<file path="config.mk">
export PLATFORM = sky130hd
export DESIGN_NAME = regfile_read_arbiter_flat
export DESIGN_NICKNAME = d
export VERILOG_FILES = /design/src/rtl/regfile_read_arbiter_if.sv /design/src/rtl/regfile_read_arbiter.sv /design/src/flat_wrapper.sv
export SDC_FILE = /design/constraint.sdc
export NUM_CORES = 1
export LEC_CHECK = 0
export ABC_AREA = 1
export CELL_PAD_IN_SITES_DETAIL_PLACEMENT = 1
export CELL_PAD_IN_SITES_GLOBAL_PLACEMENT = 2
export CORE_ASPECT_RATIO = 0.75
export CORE_MARGIN = 8
export CORE_UTILIZATION = 18
export CTS_CLUSTER_DIAMETER = 50
export DETAILED_ROUTE_END_ITERATION = 6
export GPL_TIMING_DRIVEN = 0
export PLACE_DENSITY_LB_ADDON = 0.1
export SYNTH_ARGS = -nofsm -noshare
export SYNTH_HDL_FRONTEND = slang
export SYNTH_SLANG_ARGS = --single-unit
</file>
<file path="constraint.sdc">
create_clock -name clk -period 5.4 [get_ports clk]
set_input_delay 1.08 -clock clk [delete_from_list [all_inputs] [get_ports clk]]
set_output_delay 1.08 -clock clk [all_outputs]
set_load 0.005 [all_outputs]
</file>
<file path="src/rtl/regfile_read_arbiter_if.sv">
// Bus bundle for the register-file read arbiter: requester side, register-file
// read/write taps and the tagged response channel.
interface regfile_read_arbiter_if #(
  parameter int unsigned NUM_REQ = 4,
  parameter int unsigned DATA_W  = 16,
  parameter int unsigned ADDR_W  = 3,
  parameter int unsigned ID_W    = 2
);
  logic [NUM_REQ-1:0]        req;
  logic [NUM_REQ*ADDR_W-1:0] req_addr;
  logic                      stall;
  logic [NUM_REQ-1:0]        gnt;
  logic [ADDR_W-1:0]         rd_sel;
  logic [DATA_W-1:0]         rd_data;
  logic                      wr_en;
  logic [ADDR_W-1:0]         wr_addr;
  logic [DATA_W-1:0]         wr_data;
  logic                      resp_valid;
  logic [ID_W-1:0]           resp_id;
  logic [DATA_W-1:0]         resp_data;

  // Environment side: requesters plus the register file itself
  modport master (
    output req, req_addr, stall, rd_data, wr_en, wr_addr, wr_data,
    input  gnt, rd_sel, resp_valid, resp_id, resp_data
  );

  // Arbiter side
  modport slave (
    input  req, req_addr, stall, rd_data, wr_en, wr_addr, wr_data,
    output gnt, rd_sel, resp_valid, resp_id, resp_data
  );
endinterface

</file>
<file path="src/rtl/regfile_read_arbiter.sv">
// Round-robin arbiter sharing the single LC-3 register-file read port among
// NUM_REQ requesters. Grant and mux select are combinational; the selected
// value is registered and returned one cycle later tagged with the winner ID.
// Optional feature: define REGFILE_BYPASS_EN to forward a same-cycle register
// write into the captured response (write-to-read forwarding).
module regfile_read_arbiter #(
  parameter int unsigned NUM_REQ = 4,
  parameter int unsigned DATA_W  = 16,
  parameter int unsigned ADDR_W  = 3,
  parameter int unsigned ID_W    = 2
) (
  input logic                    clk,
  input logic                    reset_n,
  regfile_read_arbiter_if.slave  bus
);

  logic [ID_W-1:0]    r_ptr;
  logic               r_resp_valid;
  logic [ID_W-1:0]    r_resp_id;
  logic [DATA_W-1:0]  r_resp_data;

  logic [NUM_REQ-1:0] w_gnt;
  logic               w_grant;
  logic [ID_W-1:0]    w_idx;
  logic [ID_W-1:0]    w_cand;
  logic [ID_W-1:0]    w_ptr_nxt;
  logic [ADDR_W-1:0]  w_rd_sel;
  logic [DATA_W-1:0]  w_cap;

  // Round-robin scan from r_ptr; grant is suppressed while in reset or stalled
  always_comb begin
    w_gnt   = '0;
    w_grant = 1'b0;
    w_idx   = '0;
    w_cand  = '0;
    if (reset_n && !bus.stall) begin
      for (int unsigned k = 0; k < NUM_REQ; k++) begin
        w_cand = ID_W'((32'(r_ptr) + k) % NUM_REQ);
        if (!w_grant && bus.req[w_cand]) begin
          w_grant = 1'b1;
          w_idx   = w_cand;
        end
      end
    end
    if (w_grant) begin
      w_gnt[w_idx] = 1'b1;
    end
  end

  // Read-mux select and next pointer for the current winner
  always_comb begin
    w_rd_sel  = '0;
    w_ptr_nxt = r_ptr;
    if (w_grant) begin
      w_rd_sel  = bus.req_addr[w_idx*ADDR_W +: ADDR_W];
      w_ptr_nxt = (w_idx == ID_W'(NUM_REQ - 1)) ? '0 : w_idx + 1'b1;
    end
  end

`ifdef REGFILE_BYPASS_EN
  // Value to capture: forward a write landing on the selected register
  always_comb begin
    w_cap = bus.rd_data;
    if (bus.wr_en && (bus.wr_addr == w_rd_sel)) begin
      w_cap = bus.wr_data;
    end
  end
`else
  logic w_unused_wr;

  // Value to capture: read-mux output as is; write taps are not consulted
  always_comb begin
    w_cap       = bus.rd_data;
    w_unused_wr = ^{bus.wr_en, bus.wr_addr, bus.wr_data};
  end
`endif

  // Pointer advance and one-cycle response register
  always_ff @(posedge clk or negedge reset_n) begin
    if (!reset_n) begin
      r_ptr        <= '0;
      r_resp_valid <= 1'b0;
      r_resp_id    <= '0;
      r_resp_data  <= '0;
    end else if (w_grant) begin
      r_ptr        <= w_ptr_nxt;
      r_resp_valid <= 1'b1;
      r_resp_id    <= w_idx;
      r_resp_data  <= w_cap;
    end else begin
      r_resp_valid <= 1'b0;
    end
  end

  assign bus.gnt        = w_gnt;
  assign bus.rd_sel     = w_rd_sel;
  assign bus.resp_valid = r_resp_valid;
  assign bus.resp_id    = r_resp_id;
  assign bus.resp_data  = r_resp_data;

endmodule

</file>
<file path="src/flat_wrapper.sv">
// flat-port wrapper written by rule: the top's interface ports become plain ports
module regfile_read_arbiter_flat 
#(
  parameter int unsigned NUM_REQ = 4,
  parameter int unsigned DATA_W  = 16,
  parameter int unsigned ADDR_W  = 3,
  parameter int unsigned ID_W    = 2
)
  (clk, reset_n, bus_req, bus_req_addr, bus_stall, bus_rd_data, bus_wr_en, bus_wr_addr, bus_wr_data, bus_gnt, bus_rd_sel, bus_resp_valid, bus_resp_id, bus_resp_data);
  regfile_read_arbiter_if #(.NUM_REQ(NUM_REQ), .DATA_W(DATA_W), .ADDR_W(ADDR_W), .ID_W(ID_W)) bus_i ();
  input logic clk;
  input logic reset_n;
  input wire logic [$bits(bus_i.req)-1:0] bus_req;
  input wire logic [$bits(bus_i.req_addr)-1:0] bus_req_addr;
  input wire logic [$bits(bus_i.stall)-1:0] bus_stall;
  input wire logic [$bits(bus_i.rd_data)-1:0] bus_rd_data;
  input wire logic [$bits(bus_i.wr_en)-1:0] bus_wr_en;
  input wire logic [$bits(bus_i.wr_addr)-1:0] bus_wr_addr;
  input wire logic [$bits(bus_i.wr_data)-1:0] bus_wr_data;
  output wire logic [$bits(bus_i.gnt)-1:0] bus_gnt;
  output wire logic [$bits(bus_i.rd_sel)-1:0] bus_rd_sel;
  output wire logic [$bits(bus_i.resp_valid)-1:0] bus_resp_valid;
  output wire logic [$bits(bus_i.resp_id)-1:0] bus_resp_id;
  output wire logic [$bits(bus_i.resp_data)-1:0] bus_resp_data;
  assign bus_i.req = bus_req;
  assign bus_i.req_addr = bus_req_addr;
  assign bus_i.stall = bus_stall;
  assign bus_i.rd_data = bus_rd_data;
  assign bus_i.wr_en = bus_wr_en;
  assign bus_i.wr_addr = bus_wr_addr;
  assign bus_i.wr_data = bus_wr_data;
  assign bus_gnt = bus_i.gnt;
  assign bus_rd_sel = bus_i.rd_sel;
  assign bus_resp_valid = bus_i.resp_valid;
  assign bus_resp_id = bus_i.resp_id;
  assign bus_resp_data = bus_i.resp_data;
  regfile_read_arbiter #(.NUM_REQ(NUM_REQ), .DATA_W(DATA_W), .ADDR_W(ADDR_W), .ID_W(ID_W)) u_core (.clk(clk), .reset_n(reset_n), .bus(bus_i));
endmodule
</file>
==> reports/metrics.yaml, run 1 <==
max_stage_delay_ns: 1.16
timing.critical_path.arrival_ns: 3.75
slowest_stage: "sky130_fd_sc_hd__clkdlybuf4s50_1"
clockBufferDepth: 2
cts-root-buf: "sky130_fd_sc_hd__clkbuf_8"
clock_sinks: 21
hold_path.class: "reg -> reg"
setup_violations: 0
drt_first_iter_violations: 38
fin_crit_sh: 0.894
crit_fanout: 22
largest_net_degree_at_the_start_of_global_routing: 23
num_antenna_cells: 0
coreArea_um2: 6770
tritoncts: "done"
run_status: "finished clean"
critical_path.cell_chain: "clkdlybuf4s50_1 -> inv_1 -> nor2_1 -> nand2_2 -> nor2_2 -> nand2_1 -> nand2_1 -> nand2_1 -> nand3_1 -> clkdlybuf4s50_1"
via_count_of_the_first_global_routing_pass: 1396
fillCellCount: 858
via_count: 1319
fin_util: 0.295
max_cap_violations: 0
die-width_um: 112
ys_seq_elements: 21
fp-row-count: 26
synth_area_per_cell_um2: 6.57
critPathCaptureType: "output port"
totalWireLength_um: 4340
synth_cell_types: 17
syn_to_final_growth_pct: 60.3
htreeDepth: 1
fin_tns_setup_ns: 0
cp_common_cell: "sky130_fd_sc_hd__nand2_1"
numCtsBuffers: 3
remaining_drc_errors: 0
worst_slack_ns: 0.574
detailedPlacementHpwl_um: 3490
drt_pass1_iterations: 4
synth_warnings: 0
setup.worst_path.class: "in -> out"
initial_utilization: 0.184
io_pins: 81
worstMarginPinSlew_ns: 1.05
cts-resized-gates: 0
timing_hold_violations_final: 0
most_used_cells_in_the_layout_excluding_fill_and_tap_cells: "sky130_fd_sc_hd__nand2_1 (115), sky130_fd_sc_hd__clkdlybuf4s50_1 (60), sky130_fd_sc_hd__dfrtp_1 (21)"
slew_viol_final: 0
wl_cell_um: 12.9
timing.critical_path.from_type: "input port"
grt_usage: 0.0891
clock.fmax_mhz: 207
yosysSeqAreaShare: 0.421
final.hold.worst_slack_ns: 0.487
cts_post_setup_buffers_inserted: 0
p_leak_uw: 0.00103
post_synthesis_instance_total: 190
layout_net_count: 311
die_h_um: 88.1
cts_hold_buffers: 0
dpl_worst_slack_ns: 0.401
die_area_um2: 9880
synthesis.area_um2: 1250
min_period_ns: 4.83
grt_antenna_before_repair: 0
power_density_nw_per_um2: 463
clk_pin_slew_ns: 0.08
routed_via_density: 3.90
postRouteAntennaNets: 0
final.setup_skew_ns: 0.00250
gpl.final_weighted_congestion: 0.698
synth_fp_nets: 246
final_common_cell: "sky130_fd_sc_hd__nand2_1"
final_layout_size_suffix_gt1_frac: 0.0906
place.port_buffers: 60
rsz0062_at_grt: "false"
worst-endpoint-required_ns: 4.32
worstSkewPairLatency_ns: 0.26
grt_overflow_total: 0
vdd.ir_drop.worst_uv: 118
timing.slew.headroom: 0.300
grt_first_pass_wirelength_um: 7040
[Yosys cell counts]
cell type,n,area [um2]
sky130_fd_sc_hd__nand2_1,115,432
sky130_fd_sc_hd__dfrtp_1,21,526
sky130_fd_sc_hd__inv_1,13,48.8
sky130_fd_sc_hd__nand3_1,10,50.1
sky130_fd_sc_hd__nor2_1,8,30.0
sky130_fd_sc_hd__nand2_2,4,25.0
sky130_fd_sc_hd__buf_6,3,33.8
sky130_fd_sc_hd__inv_2,3,11.3
sky130_fd_sc_hd__nor2_2,3,18.8
sky130_fd_sc_hd__buf_2,2,10.0
sky130_fd_sc_hd__o21ai_0,2,10.0
sky130_fd_sc_hd__a21oi_1,1,5.00
sky130_fd_sc_hd__buf_4,1,7.51
sky130_fd_sc_hd__ha_1,1,12.5
sky130_fd_sc_hd__nand3_2,1,10.0
sky130_fd_sc_hd__nor2_4,1,11.3
sky130_fd_sc_hd__or2_2,1,6.26
[final timing paths]
check / startpoint / to / slack, ns / cells after the start
worst max register to register: u_core.r_ptr[0]$_DFFE_PN0P_ / u_core.r_ptr[1]$_DFFE_PN0P_ / 3.44 / 13
worst min register to register: u_core.bus.resp_data[6]$_DFFE_PN0P_ / u_core.bus.resp_data[6]$_DFFE_PN0P_ / 0.49 / 2
max in group asynchronous: reset_n / u_core.r_ptr[1]$_DFFE_PN0P_ / 3.38 / 1
worst min-delay path: u_core.bus.resp_data[6]$_DFFE_PN0P_ / u_core.bus.resp_data[6]$_DFFE_PN0P_ / 0.49 / 2
min in group asynchronous: reset_n / u_core.bus.resp_data[9]$_DFFE_PN0P_ / 1.39 / 1
worst max-delay path: reset_n / bus_rd_sel[1] / 0.57 / 10
[sequential cells by signal, indices dropped and copies added (netlist names)]
signal,cells
u_core.bus.resp_valid,1
u_core.r_ptr,2
u_core.bus.resp_data,16
u_core.bus.resp_id,2
[routing by layer]
layer / wire [um] / global-route usage
met3: 344 / 0.0386
met4: 21 / 0.0146
met2: 1660 / 0.125
met1: 2320 / 0.123
met5: 0 / 0
[stage by stage]
step	cell area, um2	power [uW]	std cells
6_report	2000	926	338
5_1_grt	2000	1020	338
3_5_place_dp	1950	836	334
4_1_cts	2000	949	338
3_3_place_gp	1950	845	334
2_1_floorplan	1250	571	190
[cells by family after synthesis]
group,count (synthesis),synth area share
flops,21,0.421
fa+ha+maj,1,0.0100
compound gates,3,0.0120
buf+inv,22,0.0893
simple gates,143,0.467
[report_power, final]
part	switching (uW)	total [uW]	internal, uW
Combinational	293	564	270
Sequential	36.9	258	221
Clock	53.2	105	51.4
Total	384	926	542
[area by class of cell]
type,count,area (um2),share of cell area
sequential,21,526,0.263
timing repair buffer,60,601,0.300
clock inverter,1,5.00,0.00250
tap,84,105,0.0526
inverter,16,60.1,0.0300
clock buffer,3,41.3,0.0207
multi-input combinational,147,611,0.305
buffer,6,51.3,0.0257
[worst max-delay path, delay by kind of cell]
kind,cells,cell delay (ns)
simple gates,7,0.91
buf+inv,3,1.76
No activity file was read; power rests on OpenSTA's default activity.
==> run 2: changes to the inputs <==
--- a/config.mk
+++ b/config.mk
@@ -8,7 +8,7 @@
 export ABC_AREA = 1
 export CELL_PAD_IN_SITES_DETAIL_PLACEMENT = 1
 export CELL_PAD_IN_SITES_GLOBAL_PLACEMENT = 2
-export CORE_ASPECT_RATIO = 0.75
+export CORE_ASPECT_RATIO = 0.5
 export CORE_MARGIN = 8
 export CORE_UTILIZATION = 18
 export CTS_CLUSTER_DIAMETER = 50
==> run 2 against run 1 <==
  * Utilization rose by 0.98 points
  * Clock skew rose by 0.00063 ns
  * Fmax barely moved
  * Worst setup slack got worse by 0.0044 ns
  * Critical path depth did not move
  * Count of clock-buffer cells in the layout did not move
  * Non-clock buffer count did not move
  * Routed wire length fell by 1.9%
  * Cell count rose by 2.4%
==> reports/metrics.yaml, run 2 (synthesis results as in run 1) <==
fillCellCount: 858
place.port_buffers: 60
p_total_uw: 975
coreArea_um2: 6700
final_layout_size_suffix_gt1_frac: 0.0906
clockBufferDepth: 2
power_density_nw_per_um2: 477
worst_slack_ns: 0.569
grt_usage: 0.0851
p_leak_uw: 0.00104
fin_tns_setup_ns: 0
via_count_of_the_first_global_routing_pass: 1427
totalWireLength_um: 4260
layout_net_count: 311
detailedPlacementHpwl_um: 3470
reg2reg_slack_ns: 3.47
remaining_drc_errors: 0
cts_hold_buffers: 0
timing.hold.worst.start: "u_core.bus.resp_data[11]$_DFFE_PN0P_"
max_cap_violations: 0
dpl_worst_slack_ns: 0.431
postRouteAntennaNets: 0
cp_common_cell: "sky130_fd_sc_hd__nand2_1"
die_area_um2: 10000
drt_first_iter_violations: 37
worstSkewPairLatency_ns: 0.25
die_h_um: 74.9
vdd.ir_drop.worst_uv: 142
max_stage_delay_ns: 1.16
slowest_stage: "sky130_fd_sc_hd__clkdlybuf4s50_1"
grt_overflow_total: 0
cts-root-buf: "sky130_fd_sc_hd__clkbuf_16"
min_period_ns: 4.83
largest_register_ff_count: 16
grt_antenna_before_repair: 0
grt_first_pass_wirelength_um: 6830
final.setup_skew_ns: 0.00314
syn_to_final_growth_pct: 64.0
die-width_um: 134
fp-row-count: 21
io_pins: 81
via_count: 1321
final.hold.worst_slack_ns: 0.481
hold_depth: 2
critical_path.cell_chain: "clkdlybuf4s50_1 -> inv_1 -> nor2_1 -> nand2_2 -> nor2_2 -> nand2_1 -> nand2_1 -> nand2_1 -> nand3_1 -> clkdlybuf4s50_1"
hold_path.class: "reg -> reg"
clock.fmax_mhz: 207
final_common_cell: "sky130_fd_sc_hd__nand2_1"
run_status: "finished clean"
timing.critical_path.from_type: "input port"
initial_utilization: 0.186
setup.worst_path.class: "in -> out"
gpl.final_weighted_congestion: 0.692
critPathCaptureType: "output port"
largest_net_degree_at_the_start_of_global_routing: 23
drt_pass1_iterations: 4
fin_crit_sh: 0.895
crit_fanout: 22
timing.rr.end: "u_core.r_ptr[1]$_DFFE_PN0P_"
clock_sinks: 21
timing.slew.headroom: 0.297
fin_util: 0.305
timing.rr.start: "u_core.r_ptr[0]$_DFFE_PN0P_"
worstRegToRegCells: 13
worst-endpoint-required_ns: 4.32
num_antenna_cells: 0
tritoncts: "done"
most_used_cells_in_the_layout_excluding_fill_and_tap_cells: "sky130_fd_sc_hd__nand2_1 (115), sky130_fd_sc_hd__clkdlybuf4s50_1 (60), sky130_fd_sc_hd__dfrtp_1 (21)"
setup_violations: 0
worstMarginPinSlew_ns: 1.05
cts-resized-gates: 0
routed_via_density: 3.82
wl_cell_um: 12.3
htreeDepth: 1
numCtsBuffers: 3
timing_hold_violations_final: 0
timing.critical_path.arrival_ns: 3.75
cts_post_setup_buffers_inserted: 0
min_to: "u_core.bus.resp_data[11]$_DFFE_PN0P_"
clk_pin_slew_ns: 0.06
slew_viol_final: 0
rsz0062_at_grt: "false"
run 2: changes by cell type in the layout (fill, tap and decap cells not counted), sizes merged:
cell,previous run,this run
clkinvlp,0,1
clkinv,1,0
run 2: per-layer routing:
| layer | GRT usage | wire, um | up-vias |
|---|---|---|---|
| met5 | 0 | 0 | - |
| met4 | 0.0259 | 40 | 0 |
| met3 | 0.0200 | 152 | 2 |
| met2 | 0.157 | 2120 | 22 |
| met1 | 0.0977 | 1950 | 607 |
| li1 | - | - | 690 |
run 2: worst max path at each step:
stage | start | endpoint | slack (ns) | cells after the start
floorplan | bus_req[3] | bus_gnt[0] | 2.21 | 12
global placement | reset_n | bus_rd_sel[2] | 0.42 | 10
detailed placement | reset_n | bus_rd_sel[2] | 0.43 | 10
CTS | reset_n | bus_rd_sel[2] | 0.41 | 10
global route | reset_n | bus_rd_sel[2] | 0.15 | 10
finish | reset_n | bus_rd_sel[2] | 0.57 | 10
run 2: per-stage QoR:
step	cells	instance area [um2]
2_1_floorplan	190	1250
3_3_place_gp	342	1960
3_5_place_dp	342	1960
4_1_cts	346	2050
5_1_grt	346	2050
6_report	346	2050
run 2: layout make-up:
type                            count  area (um2)  area share
Inverter                           16        60.1      0.0294
Buffer                              6        51.3      0.0251
Timing Repair Buffer               60         601       0.294
Multi-Input combinational cell    147         611       0.298
Sequential cell                    21         526       0.257
Tap cell                           92         115      0.0563
Clock buffer                        3        75.1      0.0367
Clock inverter                      1        7.51     0.00367
run 2: worst max-delay path, delay by kind of cell:
family	cells	cell delay, ns
buf+inv	3	1.79
simple gates	7	0.87
run 2: report_power, final:
group / internal [uW] / switching, uW
clock network: 100 / 58.6
registers: 221 / 37.4
logic: 271 / 287
total: 592 / 383
==> run 3: changes to the inputs <==
--- a/config.mk
+++ b/config.mk
@@ -5,12 +5,11 @@
 export SDC_FILE = /design/constraint.sdc
 export NUM_CORES = 1
 export LEC_CHECK = 0
-export ABC_AREA = 1
 export CELL_PAD_IN_SITES_DETAIL_PLACEMENT = 1
 export CELL_PAD_IN_SITES_GLOBAL_PLACEMENT = 2
 export CORE_ASPECT_RATIO = 0.5
 export CORE_MARGIN = 8
-export CORE_UTILIZATION = 18
+export CORE_UTILIZATION = 20
 export CTS_CLUSTER_DIAMETER = 50
 export DETAILED_ROUTE_END_ITERATION = 6
 export GPL_TIMING_DRIVEN = 0
==> run 3 against run 2 <==
  * Global-route usage is 0.87 points lower
  * Sequential cell count unchanged
  * Cell area is 13% lower
  * Power down 52%
  * Utilization up 5.2 points
  * Combinational power decreased by 70%
  * Die area shrank 20%
  * Sequential power fell by 22%
  * Clock power decreased by 36%
  * Critical path type unchanged
  * Critical endpoint is now bus_gnt[0]
  * Largest cell class unchanged
==> reports/metrics.yaml, run 3 <==
setup_violations: 0
vdd.ir_drop.worst_uv: 101
grt_use_met1: 0.0918
yosysMostFrequentCell: "sky130_fd_sc_hd__dfrtp_1"
grt_overflow_total: 0
fin_tns_setup_ns: 0
via_count_of_the_first_global_routing_pass: 995
final_layout_size_suffix_gt1_frac: 0.183
synth_warnings: 0
yosysSeqAreaShare: 0.501
grt_antenna_before_repair: 0
critPathCaptureType: "output port"
fp-row-count: 18
grt_busiest_layer: "met2"
yosys-top-cells-area: "sky130_fd_sc_hd__dfrtp_1 (50%), sky130_fd_sc_hd__mux2_4 (14%), sky130_fd_sc_hd__mux2i_1 (5.7%)"
timing.critical_path.from_type: "input port"
timing_hold_violations_final: 0
synthesis.area_um2: 1050
via_count: 839
drt_first_iter_violations: 13
clockBufferDepth: 2
synth_fp_nets: 134
async_reset_ff_frac: 1.00
tritoncts: "done"
coreArea_um2: 5000
die_area_um2: 7960
remaining_drc_errors: 0
final.setup_skew_ns: 0.000300
synth_flop_cell: "sky130_fd_sc_hd__dfrtp_1"
post_synthesis_instance_total: 78
synth_cell_types: 24
syn_to_final_growth_pct: 70.2
globalRouteMet3Util: 0.0333
layout_net_count: 199
numCtsBuffers: 3
hold_path.class: "reg -> reg"
p_leak_uw: 0.000751
largest_register_ff_count: 16
crit_fanout: 22
run_status: "finished clean"
synth_enable_flop_cells: 0
grt_first_pass_wirelength_um: 4940
worst-endpoint-required_ns: 4.32
clock.fmax_mhz: 212
postRouteAntennaNets: 0
die_h_um: 67.2
io_pins: 81
routed_via_density: 3.96
wl_cell_um: 14.6
place.port_buffers: 60
gpl.final_weighted_congestion: 0.685
setup.worst_path.class: "in -> out"
totalWireLength_um: 3090
cts_hold_buffers: 0
final.hold.worst_slack_ns: 0.492
slew_viol_final: 0
clk_pin_slew_ns: 0.07
post_synth_most_frequent_cells: "sky130_fd_sc_hd__dfrtp_1 (21), sky130_fd_sc_hd__mux2_4 (10), sky130_fd_sc_hd__mux2i_1 (6), sky130_fd_sc_hd__inv_1 (5)"
htreeDepth: 1
worstSkewPairLatency_ns: 0.25
drt_pass1_iterations: 2
initial_utilization: 0.210
final_common_cell: "sky130_fd_sc_hd__clkdlybuf4s50_1"
max_cap_violations: 0
rsz0062_at_grt: "false"
detailedPlacementHpwl_um: 2500
synth_area_per_cell_um2: 13.5
min_period_ns: 4.73
grt.met2_usage: 0.126
fin_util: 0.357
fillCellCount: 571
timing.critical_path.arrival_ns: 3.65
power_density_nw_per_um2: 262
grt_usage: 0.0764
worstMarginPinSlew_ns: 0.970
yosys.area.top_type_share: 0.501
ys_seq_elements: 21
largest_net_degree_at_the_start_of_global_routing: 23
most_used_cells_in_the_layout_excluding_fill_and_tap_cells: "sky130_fd_sc_hd__clkdlybuf4s50_1 (59), sky130_fd_sc_hd__dfrtp_1 (21), sky130_fd_sc_hd__mux2_4 (10)"
timing.slew.headroom: 0.352
fin_crit_sh: 0.875
cts-root-buf: "sky130_fd_sc_hd__clkbuf_8"
area_leader_netlist: "sky130_fd_sc_hd__dfrtp_1"
die-width_um: 118
num_antenna_cells: 0
clock_sinks: 21
## run 3: changes by cell type after synthesis, sizes merged, moves of 2 or more
cell / previous run / this run
nand2: 119 / 3
mux2: 0 / 17
nand3: 11 / 0
buf: 6 / 3
o22ai: 0 / 4
nor2: 12 / 4
nand2b: 0 / 2
mux2i: 0 / 6
inv: 16 / 5
## run 3: what timing repair did
action / CTS / global route
setup buffers: 0 / 0
resized for setup: 0 / 1
setup endpoints to repair: 0 / 1
## run 3: kinds of logic after synthesis
| logic type | after synthesis | share of synthesized area |
|---|---|---|
| buffers and inverters | 8 | 0.0441 |
| adders and majority gates | 1 | 0.0119 |
| DFF | 21 | 0.501 |
| AOI/OAI and AO/OA | 14 | 0.108 |
| muxes | 23 | 0.275 |
| and+or+nand+nor | 11 | 0.0596 |
## run 3: power breakdown
group	switching, uW	internal (uW)
Combinational	54.4	111
Sequential	18.1	184
Clock	49.4	51.3
## run 3: cell type report
type | count | area [um2] | area share
Buffer | 3 | 27.5 | 0.0154
Clock buffer | 3 | 41.3 | 0.0231
Clock inverter | 1 | 5.00 | 0.00280
Inverter | 5 | 18.8 | 0.0105
Multi-Input combinational cell | 49 | 478 | 0.268
Sequential cell | 21 | 526 | 0.294
Tap cell | 70 | 87.6 | 0.0490
Timing Repair Buffer | 60 | 603 | 0.338
## run 3: routing by layer
| metal | vias up | share of wire |
|---|---|---|
| met3 | 2 | 0.093 |
| met2 | 39 | 0.44 |
| met5 | - | 0 |
| met1 | 396 | 0.46 |
| met4 | 0 | 0.0087 |
| li1 | 402 | - |
## run 3: worst paths after layout
| kind | end | slack, ns | depth (start not counted) | from |
|---|---|---|---|---|
| max in group asynchronous | u_core.bus.resp_data[11]$_DFFE_PN0P_ | 3.84 | 1 | reset_n |
| worst max register to register | u_core.r_ptr[1]$_DFFE_PN0P_ | 3.48 | 6 | u_core.r_ptr[0]$_DFFE_PN0P_ |
| worst max-delay path | bus_gnt[0] | 0.67 | 8 | reset_n |
| worst min-delay path | u_core.bus.resp_data[12]$_DFFE_PN0P_ | 0.49 | 1 | u_core.bus.resp_data[12]$_DFFE_PN0P_ |
| worst min register to register | u_core.bus.resp_data[12]$_DFFE_PN0P_ | 0.49 | 1 | u_core.bus.resp_data[12]$_DFFE_PN0P_ |
| min in group asynchronous | u_core.bus.resp_data[2]$_DFFE_PN0P_ | 0.97 | 1 | reset_n |
## run 3: critical path, stage by stage
cell                              delay, ns
sky130_fd_sc_hd__dlymetal6s2s_1        0.72
sky130_fd_sc_hd__inv_1                 0.19
sky130_fd_sc_hd__a311oi_4              0.57
sky130_fd_sc_hd__buf_6                 0.22
sky130_fd_sc_hd__nand2_2               0.08
sky130_fd_sc_hd__ha_1                  0.19
sky130_fd_sc_hd__and2_1                0.14
sky130_fd_sc_hd__clkdlybuf4s50_1       0.44
## run 3: metrics by stage
stage / power, uW / area, um2 / std cells / worst slack, ns
floorplan: 272 / 1050 / 78 / 2.19
global placement: 374 / 1740 / 208 / 0.0554
detailed placement: 374 / 1740 / 208 / 0.111
CTS: 480 / 1780 / 212 / 0.111
global route: 497 / 1790 / 212 / 0.339
finish: 468 / 1790 / 212 / 0.674
